File: config.mk
export PLATFORM = sky130hd
export DESIGN_NAME = ht_init_ctrl
export DESIGN_NICKNAME = d
export VERILOG_FILES = /design/src/rtl/ht_init_ctrl.sv
export SDC_FILE = /design/constraint.sdc
export NUM_CORES = 1
export LEC_CHECK = 0
export CORE_MARGIN = 2
export CORE_UTILIZATION = 40
export DETAILED_ROUTE_END_ITERATION = 8
export GPL_TIMING_DRIVEN = 0
export PLACE_DENSITY = 0.68
export SLEW_MARGIN = 0
export SYNTH_ARGS = -nofsm -noshare
export SYNTH_HDL_FRONTEND = slang
export SYNTH_SLANG_ARGS = --single-unit
File: constraint.sdc
create_clock -name clk_i -period 3.5 [get_ports clk_i]
set_input_delay 0.35 -clock clk_i [delete_from_list [all_inputs] [get_ports clk_i]]
set_output_delay 0.35 -clock clk_i [all_outputs]
set_load 0.02 [all_outputs]
File: src/rtl/ht_init_ctrl.sv
// Clear sequencer and admission gate in front of the hash-table pipeline.
// Clears both table RAMs after reset or on request, and drains in-flight tasks before a requested clear.
module ht_init_ctrl #(
  parameter int MAX_INFLIGHT = 16,
  parameter int CNT_W        = $clog2(MAX_INFLIGHT + 1)
) (
  input  logic             clk_i,
  input  logic             rst_i,
  input  logic             task_valid_i,
  output logic             task_ready_o,
  output logic             pipe_valid_o,
  input  logic             pipe_ready_i,
  input  logic             res_valid_i,
  input  logic             res_ready_i,
  input  logic             clear_req_i,
  output logic             head_clear_run_o,
  input  logic             head_clear_done_i,
  output logic             data_clear_run_o,
  input  logic             data_clear_done_i,
  output logic             busy_o,
  output logic             init_done_o,
  output logic [CNT_W-1:0] inflight_o,
  output logic             err_o
);

  typedef enum logic [1:0] {
    ST_START = 2'd0,
    ST_CLEAR = 2'd1,
    ST_RUN   = 2'd2,
    ST_DRAIN = 2'd3
  } state_t;

  state_t           state_r;
  logic             h_seen_r;
  logic             d_seen_r;
  logic             busy_r;
  logic             init_done_r;
  logic             err_r;
  logic [CNT_W-1:0] cnt_r;

  logic gate_s;
  logic inc_s;
  logic dec_s;
  logic clr_done_s;
  logic run_pulse_s;

  assign gate_s       = (state_r == ST_RUN) && (cnt_r < CNT_W'(MAX_INFLIGHT));
  assign pipe_valid_o = task_valid_i & gate_s;
  assign task_ready_o = pipe_ready_i & gate_s;

  assign inc_s      = pipe_valid_o & pipe_ready_i;
  assign dec_s      = res_valid_i & res_ready_i;
  assign clr_done_s = (h_seen_r | head_clear_done_i) & (d_seen_r | data_clear_done_i);

  // START sits in the reset state, so the pulse is masked while reset is held.
  assign run_pulse_s      = (state_r == ST_START) & ~rst_i;
  assign head_clear_run_o = run_pulse_s;
  assign data_clear_run_o = run_pulse_s;

  assign busy_o      = busy_r;
  assign init_done_o = init_done_r;
  assign inflight_o  = cnt_r;
  assign err_o       = err_r;

  // Clear sequencer FSM; busy/init_done are registered from the next state.
  always_ff @(posedge clk_i or posedge rst_i) begin
    if (rst_i) begin
      state_r     <= ST_START;
      h_seen_r    <= 1'b0;
      d_seen_r    <= 1'b0;
      busy_r      <= 1'b1;
      init_done_r <= 1'b0;
    end else begin
      case (state_r)
        ST_START: begin
          h_seen_r <= 1'b0;
          d_seen_r <= 1'b0;
          state_r  <= ST_CLEAR;
          busy_r   <= 1'b1;
        end
        ST_CLEAR: begin
          h_seen_r <= h_seen_r | head_clear_done_i;
          d_seen_r <= d_seen_r | data_clear_done_i;
          if (clr_done_s) begin
            state_r     <= ST_RUN;
            busy_r      <= 1'b0;
            init_done_r <= 1'b1;
          end else begin
            busy_r <= 1'b1;
          end
        end
        ST_RUN: begin
          if (clear_req_i) begin
            state_r <= ST_DRAIN;
            busy_r  <= 1'b1;
          end else begin
            busy_r <= 1'b0;
          end
        end
        ST_DRAIN: begin
          busy_r <= 1'b1;
          if (cnt_r == '0) begin
            state_r <= ST_START;
          end else begin
            state_r <= ST_DRAIN;
          end
        end
        default: begin
          state_r <= ST_START;
          busy_r  <= 1'b1;
        end
      endcase
    end
  end

  // In-flight counter; a result with nothing outstanding is flagged, not counted.
  always_ff @(posedge clk_i or posedge rst_i) begin
    if (rst_i) begin
      cnt_r <= '0;
      err_r <= 1'b0;
    end else begin
      case ({inc_s, dec_s})
        2'b10: cnt_r <= cnt_r + CNT_W'(1);
        2'b01: begin
          if (cnt_r == '0) begin
            err_r <= 1'b1;
          end else begin
            cnt_r <= cnt_r - CNT_W'(1);
          end
        end
        default: cnt_r <= cnt_r;
      endcase
    end
  end

endmodule

==> flow_summary_export.csv, run 1 <==
group,metric,value,unit
outcome,status,"completed",
layout,final_common_cell,"clkdlybuf4s50_1",
placement,dp_hpwl,1310,µm
clock_tree,cts_root_buf,"clkbuf_4",
synth,yosysWarnings,0,
clock_tree,h-tree-depth,1,
synth,yosys-mux-area-fraction,1.84,%
detailed_routing,totalWireLength,1640,µm
synth,synth_top_family_by_area,"compound AO/OA/AOI/OAI gates",
critical_path,path_buf_inv,2,
critical_path,critPathTopFamily,"simple AND/OR/NAND/NOR gates",
sta,worst-slew-pin-transition,0.464,ns
sta,finalCriticalPeriod,2.39,ns
detailed_routing,drc,0,
layout,regArea,302,µm²
critical_path,cp.arrival,2.55,ns
synth,syn-instance-count,89,
global_routing,grt_antenna_before_repair,0,
synth,synth_adder_area_share,9.20,%
global_routing,grt_first_pass_wirelength,2970,µm
floorplan,row_count,16,
floorplan,coreArea,1940,µm²
synth,ys_ff_latch,12,
clock_tree,clk_path_buf_depth,2,
placement,placed_area,1050,µm²
global_routing,grt_pass1_vias,666,
synth,synth_cell_type_count,37,
critical_path,slowest_delay,0.41,ns
clock_tree,cts_tree,"done",
clock_tree,cts_buffers,3,
detailed_routing,antenna_left,0,
sta,tns,0,ns
power_and_ir_drop,pwr_density_cell,806,nW/µm²
sta,setup_viol_count_final,0,
sta,clock_skew,0.00707,ns
layout,antennaDiodeCount,0,
critical_path,path_class,"flip-flop to flip-flop",
job,cap_violations,0,
synth,syn_area,816,µm²
sta,hold_viol,0,
layout,drive_above_1_share,15.0,%
floorplan,initial_core_util,42.0,%
floorplan,ios,21,
clock_tree,postCtsSetupBuffers,0,
detailed_routing,drt_iter0_drc,16,
clock_tree,cts.repair.resized,0,
detailed_routing,dr.pass1.iters,4,
synth,synth_xor_xnor_area_share,3.22,%
sta,rsz0062_at_grt,"no",
layout,mostFrequentLayoutCells,"clkdlybuf4s50_1, dfrtp_1, nor2_1, inv_1, a21oi_1",
synth,synth_compound_area_share,21.8,%
clock_tree,worst_skew_pair.late_latency,0.27,ns
layout,area_growth,33.1,%
synth,synth_ff_type,"dfrtp_1",
floorplan,die-area,2420,µm²
floorplan,die_y,49.2,µm
placement,place_congestion,0.898,
placement,numPortBuffers,20,
clock_tree,clkSlewWorstSetupHoldPaths,0.08,ns
critical_path,cp_cell_sequence,"inv_1 -> ha_1 -> and4b_2 -> buf_2 -> nor2_1 -> xnor2_1 -> ha_1 -> nor2_1 -> o31ai_1 -> a211o_1 -> nand3_1",
synth,synth-simple-area-share,19.9,%
clock_tree,postCtsHoldBufs,0,
layout,multiInputGateArea,457,µm²
sta,slew_viol_final,0,
sta,fmax,418,MHz
min_path,hold_class,"input port to async pin",
critical_path,required,3.66,ns
power_and_ir_drop,vdd_ir_drop_max,0.402,mV
critical_path,cp-end-kind,"flip-flop",
layout,num-fill-cells,185,
synth,synth-seq-area-share,37.0,%
critical_path,worst-path-max-fanout,8,
detailed_routing,vias_per_cell,5.25,
critical_path,critPathLaunchType,"flip-flop",
critical_path,worst_path_max_delay_cell,"dfrtp_1",
synth,synth_area_per_cell,9.17,µm²
floorplan,die_width,49.2,µm
global_routing,gr-usage-all-layers,15.8,%
global_routing,overflow,0,
synth,synth_nets,104,
synth,async_flop_share,100,%
layout,fin_area,1090,µm²
synth,synth_edf_count,0,
layout,fin_nets,129,
detailed_routing,wl_per_cell,11.7,µm
detailed_routing,dr_total_vias,735,
global_routing,grt_max_degree,13,
sta,post-route-period-util,68.4,%
sta,slew_headroom,69.0,%
power_and_ir_drop,p_leak,0.484,nW
clock_tree,cts_sinks,12,
==> logic make-up (layout without fill, tap and decap cells) <==
logic type	count (synthesis)	after routing
multiplexers	1	1
XOR/XNOR	3	3
adder cells (fa/ha/maj)	6	6
AO/OA/AOI/OAI	25	25
flip-flops	12	12
AND/OR/NAND/NOR	30	30
buffers and inverters	12	36
==> layout make-up <==
class	instances	share of cell area [%]
repair buffers	20	18.4
well taps	27	3.11
flip-flops and latches	12	27.8
clock buffers	4	3.34
multi-input cells	65	42.1
inverters	8	2.76
plain buffers	4	2.53
==> where the power goes <==
part           internal (mW)  total [mW]  switching, mW
registers              0.204       0.273         0.0684
logic                  0.242       0.494          0.252
clock network         0.0632       0.108         0.0451
total                  0.509       0.875          0.366
==> registers in the layout, indices dropped and copies added, names as in the netlist <==
name / cells
err_o: 1
busy_o: 1
d_seen_r: 1
h_seen_r: 1
state_r: 2
init_done_o: 1
inflight_o: 5
==> cell usage after synthesis, drive strengths merged (2+ instances only) <==
cell   instances  share of area (%)
buf            3                2.9
inv            8                3.7
a21oi          8                4.9
nand3          2                1.2
and2           2                1.5
o31ai          2                1.8
ha             6                9.2
o21ai          3                1.8
a31oi          2                1.5
nand2          8                4.6
o22ai          2                1.5
dfrtp         11                 34
nor2          10                4.6
xnor2          2                2.1
==> final timing paths <==
kind	start	to	cells past startpoint	slack, ns
worst max-delay path	state_r[0]$_DFFE_PP0P_	inflight_o[4]$_DFFE_PP0P_	11	1.11
worst min-delay path	rst_i	init_done_o$_DFFE_PP0P_	2	0.41
worst max register to register	state_r[0]$_DFFE_PP0P_	inflight_o[4]$_DFFE_PP0P_	11	1.11
worst min register to register	err_o$_DFFE_PP0P_	err_o$_DFFE_PP0P_	2	0.47
max in group asynchronous	rst_i	busy_o$_DFF_PP1_	2	2.75
min in group clk_i	err_o$_DFFE_PP0P_	err_o$_DFFE_PP0P_	2	0.47
==> metrics by stage <==
stage / util, % / power, mW / worst slack, ns / instances / hold WS [ns]
floorplan: - / 0.606 / 1.31 / 89 / 0.214
global placement: 54.1 / 0.758 / 1.13 / 136 / 0.451
detailed placement: 54.1 / 0.773 / 1.08 / 136 / 0.449
CTS: 55.9 / 0.883 / 1.10 / 140 / 0.432
global route: 55.9 / 0.954 / 0.886 / 140 / 0.489
finish: 55.9 / 0.875 / 1.11 / 140 / 0.414
==> layer usage <==
layer / GRT usage (%) / vias to the layer above / routed length, µm
li1: - / 367 / -
met1: 20.9 / 338 / 776
met2: 23.9 / 28 / 747
met3: 5.52 / 2 / 94
met4: 5.24 / 0 / 20
met5: 0 / - / 0
No activity file was read; power rests on OpenSTA's default activity.
==> run 2: changes to the inputs <==
==> constraint.sdc (replaced) <==
create_clock -name clk_i -period 2.5 [get_ports clk_i]
set_input_delay 0.25 -clock clk_i [delete_from_list [all_inputs] [get_ports clk_i]]
set_output_delay 0.25 -clock clk_i [all_outputs]
set_load 0.02 [all_outputs]
==> flow_summary_export.csv, run 2 (synthesis gave the netlist of run 1 again) <==
group,metric,value,unit
outcome,status,"completed",
critical_path,worst-path-max-fanout,8,
clock_tree,worst_skew_pair.late_latency,0.27,ns
critical_path,required,2.66,ns
placement,numPortBuffers,20,
global_routing,gr-usage-all-layers,15.8,%
critical_path,r2r_start,"state_r[0]$_DFFE_PP0P_",
global_routing,grt_antenna_before_repair,0,
critical_path,cp.arrival,2.46,ns
detailed_routing,drt_iter0_drc,12,
sta,worst-slew-pin-transition,0.464,ns
placement,placed_cells,136,
floorplan,die_width,49.2,µm
layout,fin_nets,131,
global_routing,grt_max_degree,13,
sta,clock_skew,0.00793,ns
global_routing,overflow,0,
critical_path,critPathLaunchType,"flip-flop",
job,cap_violations,0,
sta,post-route-period-util,92.2,%
placement,place_congestion,0.898,
floorplan,die-area,2420,µm²
layout,largest_reg_flops,5,
layout,antennaDiodeCount,0,
sta,slew_headroom,69.0,%
min_path,hold_class,"input port to async pin",
clock_tree,cts_sinks,12,
clock_tree,h-tree-depth,1,
sta,slew_viol_final,0,
detailed_routing,antenna_left,0,
sta,finalCriticalPeriod,2.31,ns
clock_tree,clk_path_buf_depth,2,
layout,multiInputGateArea,464,µm²
power_and_ir_drop,pwr_density_cell,1130,nW/µm²
global_routing,grt_pass1_vias,666,
sta,fmax,434,MHz
critical_path,path_class,"flip-flop to flip-flop",
detailed_routing,totalWireLength,1660,µm
clock_tree,clkSlewWorstSetupHoldPaths,0.08,ns
power_and_ir_drop,total_power,1.26,mW
floorplan,ios,21,
clock_tree,cts_buffers,3,
layout,mostFrequentLayoutCells,"clkdlybuf4s50_1, dfrtp_1, nor2_1, inv_1, a21oi_1",
global_routing,grt_first_pass_wirelength,2970,µm
floorplan,row_count,16,
clock_tree,cts_tree,"done",
layout,instances_no_fill,142,
clock_tree,cts_root_buf,"clkbuf_4",
critical_path,crit_start,"state_r[0]$_DFFE_PP0P_",
layout,final_util,57.1,%
layout,regArea,302,µm²
detailed_routing,vias_per_cell,5.14,
sta,setup_viol_count_final,0,
power_and_ir_drop,p_leak,0.495,nW
critical_path,cp-end-kind,"flip-flop",
detailed_routing,dr_total_vias,730,
placement,placed_area,1050,µm²
layout,area_growth,35.9,%
layout,final_common_cell,"clkdlybuf4s50_1",
floorplan,coreArea,1940,µm²
floorplan,die_y,49.2,µm
placement,dp_hpwl,1310,µm
floorplan,initial_core_util,42.0,%
layout,fin_area,1110,µm²
sta,hold_viol,0,
power_and_ir_drop,vdd_ir_drop_max,0.568,mV
detailed_routing,drc,0,
layout,num-fill-cells,183,
layout,drive_above_1_share,18.3,%
detailed_routing,wl_per_cell,11.7,µm
detailed_routing,dr.pass1.iters,4,
run 2: report_power, final:
part           leakage (nW)  internal [mW]  switching [mW]
registers             0.132          0.286          0.0963
clock network        0.0210         0.0884          0.0636
logic                 0.342          0.360           0.362
run 2: routing by layer:
metal	part of all wire, %	track usage (%)	vias to the layer above
met5	0	0	-
met4	1.2	5.24	0
met3	3.8	5.52	2
met2	45	23.9	14
met1	50	20.9	344
li1	-	-	370
run 2: final cells by class:
class                           count  share of cell area (%)
Sequential cell                    12                    27.2
Tap cell                           27                    3.05
Multi-Input combinational cell     65                    41.9
Clock buffer                        4                    3.27
Buffer                              4                    2.48
Timing Repair Buffer               22                    19.4
Inverter                            8                    2.71
run 2: per-stage QoR:
stage | TNS (ns) | worst slack (ns) | hold WS [ns]
floorplan | 0 | 0.311 | 0.114
global placement | 0 | 0.162 | 0.451
detailed placement | 0 | 0.116 | 0.449
CTS | 0 | 0.0985 | 0.332
global route | -0.00161 | -0.00161 | 0.389
finish | 0 | 0.194 | 0.313
run 2: timing repair:
item | 4_1_cts | 5_1_grt
setup endpoints to repair | 0 | 1
buffers inserted | 0 | 2
hold buffers | 0 | 0
gates resized for setup | 0 | 2
run 2: path summary, 6_finish.rpt:
path	slack (ns)	cells after the start	end
max in group asynchronous	1.85	2	busy_o$_DFF_PP1_
setup / recovery	0.19	11	inflight_o[4]$_DFFE_PP0P_
hold / removal	0.31	2	init_done_o$_DFFE_PP0P_
setup reg to reg	0.19	11	inflight_o[4]$_DFFE_PP0P_
min in group clk_i	0.47	2	err_o$_DFFE_PP0P_
hold reg to reg	0.47	2	err_o$_DFFE_PP0P_
run 2: critical path: stages (launching register included):
cell	delay [ns]
dfrtp_1	0.41
inv_1	0.08
ha_1	0.27
and4b_2	0.26
buf_2	0.17
nor2_2	0.15
xnor2_1	0.13
ha_1	0.20
nor2_1	0.07
o31ai_2	0.22
a211o_1	0.17
nand3_1	0.07
==> run 3: changes to the inputs <==
--- a/config.mk
+++ b/config.mk
@@ -7,6 +7,7 @@
 export LEC_CHECK = 0
 export CORE_MARGIN = 2
 export CORE_UTILIZATION = 40
+export CTS_BUF_LIST = sky130_fd_sc_hd__clkbuf_8 sky130_fd_sc_hd__clkbuf_16
 export DETAILED_ROUTE_END_ITERATION = 8
 export GPL_TIMING_DRIVEN = 0
 export PLACE_DENSITY = 0.68
==> flow_summary_export.csv, run 3 (synthesis gave the netlist of run 1 again) <==
group,metric,value,unit
critical_path,required,2.68,ns
clock_tree,worst_skew_pair.late_latency,0.24,ns
min_path,hold_class,"input port to async pin",
power_and_ir_drop,clockPowerShare,16.1,%
floorplan,die-area,2420,µm²
sta,worst-slew-pin-transition,0.461,ns
floorplan,initial_core_util,42.0,%
layout,area_growth,36.4,%
detailed_routing,drt_iter0_drc,11,
sta,slew_viol_final,0,
floorplan,row_count,16,
sta,setup_viol_count_final,0,
layout,largest_reg_flops,5,
placement,placed_cells,136,
clock_tree,h-tree-depth,1,
detailed_routing,dr_total_vias,728,
floorplan,coreArea,1940,µm²
power_and_ir_drop,p_seq_share,29.6,%
sta,slew_headroom,69.2,%
layout,antennaDiodeCount,0,
layout,final_common_cell,"clkdlybuf4s50_1",
floorplan,die_y,49.2,µm
critical_path,cp.arrival,2.51,ns
global_routing,gr-usage-all-layers,15.9,%
detailed_routing,dr.pass1.iters,4,
sta,holdWs,0.352,ns
clock_tree,clkSlewWorstSetupHoldPaths,0.05,ns
job,cap_violations,0,
sta,fmax,428,MHz
critical_path,worst-path-max-fanout,8,
detailed_routing,wl_per_cell,12.1,µm
detailed_routing,drc,0,
sta,clock_skew,0.00455,ns
power_and_ir_drop,power_frac_comb,54.3,%
clock_tree,postCtsSetupBuffers,0,
floorplan,ios,21,
layout,instances_no_fill,140,
layout,mostFrequentLayoutCells,"clkdlybuf4s50_1, dfrtp_1, nor2_1, inv_1, a21oi_1",
sta,hold_viol,0,
critical_path,cp-end-kind,"flip-flop",
sta,finalCriticalPeriod,2.34,ns
detailed_routing,antenna_left,0,
critical_path,path_class,"flip-flop to flip-flop",
global_routing,grt_pass1_vias,663,
clock_tree,cts_buffers,3,
power_and_ir_drop,vdd_ir_drop_max,0.568,mV
placement,numPortBuffers,20,
clock_tree,cts_root_buf,"clkbuf_8",
global_routing,grt_antenna_before_repair,0,
outcome,status,"completed",
detailed_routing,vias_per_cell,5.20,
power_and_ir_drop,p_leak,0.493,nW
placement,dp_hpwl,1310,µm
global_routing,grt_max_degree,13,
floorplan,die_width,49.2,µm
sta,post-route-period-util,93.5,%
clock_tree,clk_path_buf_depth,2,
layout,drive_above_1_share,16.8,%
power_and_ir_drop,power_switching,0.524,mW
placement,place_congestion,0.898,
layout,fin_nets,129,
critical_path,critPathLaunchType,"flip-flop",
power_and_ir_drop,swShare,40.6,%
power_and_ir_drop,pwr_density_cell,1160,nW/µm²
global_routing,grt_first_pass_wirelength,2980,µm
global_routing,overflow,0,
detailed_routing,totalWireLength,1690,µm
clock_tree,cts_tree,"done",
power_and_ir_drop,p_int,0.767,mW
clock_tree,cts_sinks,12,
-- run 3: cell types whose count changed in the layout (fill, tap and decap cells not counted) --
cell	change
clkbuf_4	-3
buf_4	-2
clkbuf_8	+3
-- run 3: final timing paths --
kind	from	endpoint	slack, ns	cells past startpoint
setup / recovery	state_r[0]$_DFFE_PP0P_	inflight_o[4]$_DFFE_PP0P_	0.16	11
hold / removal	rst_i	init_done_o$_DFFE_PP0P_	0.35	2
setup reg to reg	state_r[0]$_DFFE_PP0P_	inflight_o[4]$_DFFE_PP0P_	0.16	11
hold reg to reg	err_o$_DFFE_PP0P_	err_o$_DFFE_PP0P_	0.47	2
max in group asynchronous	rst_i	busy_o$_DFF_PP1_	1.81	2
min in group clk_i	err_o$_DFFE_PP0P_	err_o$_DFFE_PP0P_	0.47	2
-- run 3: per-layer routing --
metal,global-route usage (%),wire (µm),vias up
met3,4.29,51,4
li1,-,-,365
met4,6.19,23,0
met1,21.3,823,345
met2,24.1,790,14
met5,0,0,-
-- run 3: stage by stage --
| stage | setup TNS (ns) | power, mW | setup slack, ns | cell area [µm²] | utilization (%) |
|---|---|---|---|---|---|
| after global routing | -0.0000995 | 1.40 | -0.0000995 | 1110 | 57.3 |
| final | 0 | 1.29 | 0.163 | 1110 | 57.3 |
| after detailed placement | 0 | 1.08 | 0.116 | 1050 | 54.1 |
| after global placement | 0 | 1.06 | 0.162 | 1050 | 54.1 |
| after CTS | 0 | 1.30 | 0.0999 | 1100 | 56.9 |
| after floorplan | 0 | 0.849 | 0.311 | 816 | - |
-- run 3: power by group through the flow --
| stage | combinational [mW] | sequential [mW] | clock (mW) |
|---|---|---|---|
| 4_1_cts | 0.699 | 0.382 | 0.215 |
| 3_5_place_dp | 0.695 | 0.386 | 0 |
| 6_report | 0.702 | 0.382 | 0.207 |
| 3_3_place_gp | 0.679 | 0.382 | 0 |
| 2_1_floorplan | 0.419 | 0.430 | 0 |
| 5_1_grt | 0.781 | 0.398 | 0.224 |
-- run 3: worst max-delay path, cell delays in order (launching register included) --
cell and delay, ns:
dfrtp_1 0.41, inv_1 0.08, ha_1 0.27, and4b_2 0.26, buf_2 0.17, nor2_2 0.15
xnor2_1 0.08, ha_1 0.20, nor2_1 0.19, o31ai_2 0.09, a211o_1 0.30, nand3_1 0.08
-- run 3: what timing repair did --
item                       4_1_cts  5_1_grt
gates resized for setup          0        2
hold buffers                     0        0
setup endpoints to repair        0        1
-- run 3: final cells by class --
| type | count | area, µm² |
|---|---|---|
| clock buffers | 4 | 55.1 |
| flip-flops and latches | 12 | 302 |
| repair buffers | 20 | 200 |
| inverters | 8 | 30.0 |
| well taps | 27 | 33.8 |
| plain buffers | 4 | 27.5 |
| fillers | 183 | 830 |
| multi-input cells | 65 | 464 |
